### config.mk
export PLATFORM = sky130hd
export DESIGN_NAME = pulse_debouncer
export DESIGN_NICKNAME = d
export VERILOG_FILES = /design/src/rtl/pulse_util_pkg.sv /design/src/rtl/bit_synchronizer.sv /design/src/rtl/pulse_debouncer.sv
export SDC_FILE = /design/constraint.sdc
export NUM_CORES = 1
export LEC_CHECK = 0
export ABC_AREA = 1
export BUFFER_PORTS_ARGS = -buffer_cell sky130_fd_sc_hd__buf_2
export CAP_MARGIN = 10
export CORE_MARGIN = 3
export CORE_UTILIZATION = 40
export CTS_BUF_LIST = sky130_fd_sc_hd__clkbuf_4
export CTS_CLUSTER_SIZE = 40
export DETAILED_ROUTE_END_ITERATION = 8
export SYNTH_ARGS = -nofsm -noshare
export SYNTH_HDL_FRONTEND = slang
export SYNTH_HIERARCHICAL = 1
export SYNTH_SLANG_ARGS = --single-unit
### constraint.sdc
create_clock -name clk -period 1.92 [get_ports clk]
set_input_delay 0.096 -clock clk [delete_from_list [all_inputs] [get_ports clk]]
set_output_delay 0.096 -clock clk [all_outputs]
set_load 0.1 [all_outputs]
### src/rtl/pulse_util_pkg.sv
// rtl/pulse_util_pkg.sv - shared FSM states and debounce/stretch cycle calculation
package pulse_util_pkg;

    typedef enum logic [1:0] {
        IDLE_LOW  = 2'd0,
        QUAL_HIGH = 2'd1,
        IDLE_HIGH = 2'd2,
        QUAL_LOW  = 2'd3
    } pulse_state_e;

    // Never returns less than one cycle so a zero debounce time still registers the level.
    function automatic int stable_cycles(input int clk_hz, input int debounce_us);
        int c;
        c = $rtoi(real'(clk_hz) / 1.0e6 * real'(debounce_us));
        return (c < 1) ? 1 : c;
    endfunction

endpackage

### src/rtl/bit_synchronizer.sv
// rtl/bit_synchronizer.sv - multi-flop synchronizer for one asynchronous bit
module bit_synchronizer #(
    parameter int   STAGES = 2,
    parameter logic INIT   = 1'b0
) (
    input  logic clk,
    input  logic rst,
    input  logic d_i,
    output logic q_o
);

    localparam int N = (STAGES < 2) ? 2 : STAGES;

    (* ASYNC_REG = "TRUE" *) logic [N-1:0] sync_q;

    always_ff @(posedge clk) begin
        if (rst) begin
            sync_q <= {N{INIT}};
        end else begin
            sync_q <= {sync_q[N-2:0], d_i};
        end
    end

    assign q_o = sync_q[N-1];

endmodule

### src/rtl/pulse_debouncer.sv
// rtl/pulse_debouncer.sv - debounced level with rise/fall strobes
// Optional high-time measurement enabled by PULSE_WIDTH_MEASURE_EN.
module pulse_debouncer
    import pulse_util_pkg::*;
#(
    parameter int   CLK_FREQUENCY = 100000000,
    parameter int   DEBOUNCE_US   = 1000,
    parameter int   SYNC_STAGES   = 2,
    parameter logic INITIAL_LEVEL = 1'b0,
    parameter int   WIDTH_BITS    = 32
) (
    input  logic                  clk,
    input  logic                  rst,
    input  logic                  pulseIn,
    output logic                  level,
    output logic                  riseStrobe,
    output logic                  fallStrobe,
    output logic [WIDTH_BITS-1:0] widthCount,
    output logic                  widthValid
);

    localparam int STABLE_CYCLES = stable_cycles(CLK_FREQUENCY, DEBOUNCE_US);
    localparam int CNT_W         = $clog2(STABLE_CYCLES + 1);
    localparam logic [CNT_W-1:0] LAST_CNT = CNT_W'(STABLE_CYCLES - 1);
    localparam logic SKIP_QUAL   = (STABLE_CYCLES == 1);

    pulse_state_e     state_q;
    logic [CNT_W-1:0] cnt_q;
    logic             level_q;
    logic             rise_q;
    logic             fall_q;
    logic             sync_s;
    logic             rise_evt;
    logic             fall_evt;

    bit_synchronizer #(
        .STAGES (SYNC_STAGES),
        .INIT   (INITIAL_LEVEL)
    ) u_sync (
        .clk (clk),
        .rst (rst),
        .d_i (pulseIn),
        .q_o (sync_s)
    );

    // Qualification completes on the edge that sees the last required stable sample.
    assign rise_evt = sync_s &&
                      ((state_q == QUAL_HIGH && cnt_q == LAST_CNT) ||
                       (state_q == IDLE_LOW && SKIP_QUAL));
    assign fall_evt = !sync_s &&
                      ((state_q == QUAL_LOW && cnt_q == LAST_CNT) ||
                       (state_q == IDLE_HIGH && SKIP_QUAL));

    always_ff @(posedge clk) begin
        if (rst) begin
            state_q <= INITIAL_LEVEL ? IDLE_HIGH : IDLE_LOW;
            cnt_q   <= '0;
            level_q <= INITIAL_LEVEL;
            rise_q  <= 1'b0;
            fall_q  <= 1'b0;
        end else begin
            rise_q <= 1'b0;
            fall_q <= 1'b0;
            if (rise_evt) begin
                state_q <= IDLE_HIGH;
                cnt_q   <= '0;
                level_q <= 1'b1;
                rise_q  <= 1'b1;
            end else if (fall_evt) begin
                state_q <= IDLE_LOW;
                cnt_q   <= '0;
                level_q <= 1'b0;
                fall_q  <= 1'b1;
            end else begin
                case (state_q)
                    IDLE_LOW: if (sync_s) begin
                        state_q <= QUAL_HIGH;
                        cnt_q   <= CNT_W'(1);
                    end
                    QUAL_HIGH: if (!sync_s) begin
                        state_q <= IDLE_LOW;
                        cnt_q   <= '0;
                    end else begin
                        cnt_q <= cnt_q + CNT_W'(1);
                    end
                    IDLE_HIGH: if (!sync_s) begin
                        state_q <= QUAL_LOW;
                        cnt_q   <= CNT_W'(1);
                    end
                    QUAL_LOW: if (sync_s) begin
                        state_q <= IDLE_HIGH;
                        cnt_q   <= '0;
                    end else begin
                        cnt_q <= cnt_q + CNT_W'(1);
                    end
                    default: begin
                        state_q <= IDLE_LOW;
                        cnt_q   <= '0;
                    end
                endcase
            end
        end
    end

    assign level      = level_q;
    assign riseStrobe = rise_q;
    assign fallStrobe = fall_q;

`ifdef PULSE_WIDTH_MEASURE_EN
    logic [WIDTH_BITS-1:0] hi_cnt_q;
    logic [WIDTH_BITS-1:0] hi_cnt_inc;
    logic [WIDTH_BITS-1:0] width_q;
    logic                  width_valid_q;

    assign hi_cnt_inc = (&hi_cnt_q) ? hi_cnt_q : hi_cnt_q + WIDTH_BITS'(1);

    // The riseStrobe cycle is the first high cycle; the fall edge adds the last one.
    always_ff @(posedge clk) begin
        if (rst) begin
            hi_cnt_q      <= '0;
            width_q       <= '0;
            width_valid_q <= 1'b0;
        end else begin
            width_valid_q <= 1'b0;
            if (level_q) begin
                hi_cnt_q <= rise_q ? WIDTH_BITS'(1) : hi_cnt_inc;
            end
            if (fall_evt) begin
                width_q       <= rise_q ? WIDTH_BITS'(1) : hi_cnt_inc;
                width_valid_q <= 1'b1;
            end
        end
    end

    assign widthCount = width_q;
    assign widthValid = width_valid_q;
`else
    assign widthCount = '0;
    assign widthValid = 1'b0;
`endif

endmodule

Yosys cells after proc, flatten, opt, wreduce, memory -nomap -nowiden:

Cells that the tools add are included.

* $add $sub $neg: 1
* equality and inequality tests: 12
* mux-type cells: 16
* reduce and logical (&&, ||, !) cells: 12

Operators by type and width (count)
* $mux 17: 4
* $pmux 17 s4: 1
* $add 17x1->17 const B: 1
* $eq 17x17->1 const B: 1
* $mux 2: 6
* $ne 4x3->1 const B: 2
* $ne 4x4->1 const B: 2
* $pmux 2 s4: 1
* $reduce_and 4->1: 2
* $eq 2x2->1 const B: 2
* $logic_and 1x1->1: 4
* $mux 1: 4
* $ne 2x1->1 const B: 2
* $ne 2x2->1 const B: 2
* $reduce_or 3->1: 1
* $eq 2x1->1 const B: 1
* $logic_not 2->1: 1
* $reduce_and 2->1: 1
* $reduce_bool 2->1: 1
* $reduce_or 2->1: 1
* $logic_not 1->1: 1

* bits in registers: 24
* input port bits: 3
* word-level logic and storage cells: 48

Depth between registers and ports, before layout:

* word-level depth: 5
* gate-level depth with buffers: 10

Hierarchy:

Netlist, hierarchy kept.

Modules (own cells, without submodules)
* pulse_debouncer: instances 1, cells an instance 250, area an instance 1629.1 µm²
* bit_synchronizer: instances 1, cells an instance 6, area an instance 55.1 µm²

Worst setup path after synthesis:

No wires, ideal clock.

* kind: reg2reg
* from: register cnt_q[0]
* to: register cnt_q[7]
* library setup time: 0.116 ns
* data arrival time: 1.413 ns
* slack: 0.391 ns
* stages on the path, launching flop included: 10
* buffers on the path: 1
* period minus slack after synthesis: 1.529 ns
* path through: dfxtp_1 ha_1 nand2_2 nor2_4 nand3_2 nor2_4 nand3b_2 nand3_4 buf_8 nor2_2

* longest elaborated chain between the ends: 4
* elaborated cells on any way between the ends: 10
* classes of those cells: add/sub: 1; eq/ne: 1; mux: 3; reduce/logical: 5

RTL lines
* from (decl): line pulse_debouncer.sv:28 `logic [CNT_W-1:0] cnt_q;`
* from (signal assigned): line pulse_debouncer.sv:84 `cnt_q <= cnt_q + CNT_W'(1);`
* from (signal assigned): line pulse_debouncer.sv:94 `cnt_q <= cnt_q + CNT_W'(1);`
* branches (longest 4 deep; another with $add 17x1->17)

Parallel ways; which one is timed is not known.
A chain may end at the register's enable or synchronous reset.

Worst setup path in the final report:

* from: register cnt_q[0]
* to: register cnt_q[0]

The elaborated chain is that of the path after synthesis.

==> flow_summary_export.csv <==
group,metric,value,unit
outcome,outcome,"finished, final reports clean",
global_routing,grt_overflow_total,0,
finish,syn2layout_area_growth,3.27,%
placement,place_hpwl,2660,µm
yosys,yosysTopAreaCellShare,28.5,%
yosys,synth.avg_cell_area,6.58,µm²
yosys,synth_top_area_cell,"dfxtp_1",
clock_network,clockBufferDepth,2,
yosys,syn_area,1680,µm²
yosys,ys_types,29,
yosys,ys_seq_area_share,28.5,%
yosys,synth_commonest_cells,"58 x nand2_1, 34 x buf_4, 33 x nor2_1, 29 x inv_1, 24 x dfxtp_1",
die,die_y,70.9,µm
finish,diodes,0,
global_routing,grt_usage,14.1,%
yosys,async_flop_share,0,%
worst_setup_path,timing.rr.start,"cnt_q[0]",
route,drtPass1Iterations,4,
worst_setup_path,end_kind,"flip-flop",
worst_hold_path,hp-class,"reg -> reg",
sta,drv_slew,0,
die,start_util,43.7,%
clock_network,cts-resized-gates,0,
die,die-area,5020,µm²
worst_hold_path,hp-start,"u_sync/sync_q[0]",
worst_setup_path,crit_start,"cnt_q[0]",
global_routing,grt_pass1_vias,1286,
die,die_w,70.9,µm
finish,fin_nets,275,
power_and_ir_drop,power,1.21,mW
sta,finalCritPeriodShare,89.1,%
die,rows,22,
sta,fmax,585,MHz
yosys,synth-edff-count,0,
route,wl_per_cell,11.0,µm
clock_network,htreeDepth,1,
finish,stdcell_count,318,
global_routing,grt_pass1_wl,5850,µm
global_routing,grt_start_max_net_pins,19,
clock_network,cts_tree,"done",
worst_setup_path,cp.required,2.15,ns
global_routing,antenna_found_initial,0,
sta,rsz0062_at_grt,"false",
worst_setup_path,reg2regPathDepth,8,
worst_setup_path,worstPathMaxFanout,18,
yosys,synth_ff_type,"dfxtp_1",
yosys,yosysMostFrequentCell,"nand2_1",
worst_setup_path,startpoint_type,"flip-flop",
route,drc,0,
worst_hold_path,hold_depth,2,
yosys,ys_ff_latch,24,
die,coreArea,3850,µm²
route,wl,3490,µm
power_and_ir_drop,power_density,698,nW/µm²
clock_network,insertion_delay,0.34,ns
run,maxCapViolCount,0,
clock_network,clk_pin_slew,0.15,ns
clock_network,cts_num_sinks,24,
placement,dpl.cell_count,311,
finish,fin_util,45.1,%
route,antenna_left,0,
placement,gp_congestion,0.863,
sta,post-route-min-period,1.71,ns
yosys,netlist_top_cells_area,"dfxtp_1 29%, buf_4 15%, nand2_1 13%",
route,drt-initial-drc-count,89,
power_and_ir_drop,max-vdd-ir-drop,0.000363,V
route,vias,1454,
route,routed_via_density,4.57,
yosys,netlist_instances,256,
sta,setup_viol,0,
die,io_pins,39,
power_and_ir_drop,p_leak,0.742,nW
sta,fin_worst_skew,0.0147,ns
sta,fin_tns_setup,0,ns
worst_setup_path,crit_type,"reg -> reg",
placement,io_buffers,5,
sta,hold_violations,0,
clock_network,cts_inserted_buffers,3,
clock_network,cts_root_buf,"clkbuf_4",
worst_setup_path,cp.arrival,1.94,ns
sta,whs,0.414,ns
yosys,ys_warn_count,6,
finish,drive_above_1_share,14.4,%
[layout make-up]
cell class / count / area [µm²]
sequential: 24 / 480
clock inverter: 1 / 30.0
inverter: 31 / 116
multi-input combinational: 198 / 937
fill: 427 / 2110
tap: 48 / 60.1
timing repair buffer: 13 / 92.6
clock buffer: 3 / 22.5
[repair_timing]
action / CTS / global route
buffers inserted: 0 / 0
endpoints found under the hold margin: 4 / 0
hold buffers: 3 / 0
[where the power goes]
group	internal, mW	total [mW]	switching, mW	leakage, nW
logic	0.0161	0.328	0.311	0.520
registers	0.502	0.505	0.00312	0.194
clock network	0.211	0.381	0.170	0.0279
[worst paths after layout]
kind / endpoint / slack (ns)
worst min register to register: u_sync/sync_q[1] / 0.41
worst max-delay path: cnt_q[0] / 0.21
worst min-delay path: u_sync/sync_q[1] / 0.41
worst max register to register: cnt_q[0] / 0.21
[layer usage]
layer  part of all wire [%]  up-vias  GRT usage, %
li1                       -      762             -
met4                    1.6        0          5.01
met5                      0        -             0
met2                     44       54          20.9
met3                    7.2        6          2.13
met1                     47      632          20.7
[registers in the layout (all words and copies together) (netlist names)]
name           cells
level              1
riseStrobe         1
state_q            2
u_sync/sync_q      2
fallStrobe         1
cnt_q             17
[through the flow]
stage	worst slack, ns	cell area [µm²]
after floorplan	0.391	1800
after global placement	0.311	1660
after detailed placement	0.210	1660
after CTS	0.190	1740
after global routing	0.0543	1740
final	0.209	1740
[worst max-delay path, cell delays in order (launching register included)]
cell,delay [ns]
dfxtp_1,0.41
ha_1,0.24
nand2_2,0.10
nor2_4,0.17
nand3_2,0.11
nor2_4,0.13
nand3b_2,0.12
nand3_4,0.27
nor2_1,0.07
[logic make-up after synthesis]
family | synth area share [%]
AOI/OAI and AO/OA | 6.32
xor gates and xnor gates | 0.520
adders and majority gates | 0.743
buffers and inverters | 23.0
DFF | 28.5
other | 0.223
and+or+nand+nor | 40.7
[cell usage in the layout, fill, tap and decap left out, drive strengths merged]
master,netlist,layout
o211ai,1,1
nor3,4,4
xor2,1,1
nand2,62,62
nand3b,2,2
a21o,1,1
conb,1,33
nor2,48,48
inv,31,31
bufinv,0,1
nor4,1,1
o21bai,1,1
nand3,22,22
nand4,5,5
o21ai,9,9
dfxtp,24,24
a22o,1,1
dlygate4sd3,0,3
clkbuf,0,3
buf,35,10
a21oi,6,6
ha,1,1
Power figures use the tool's default switching activity.
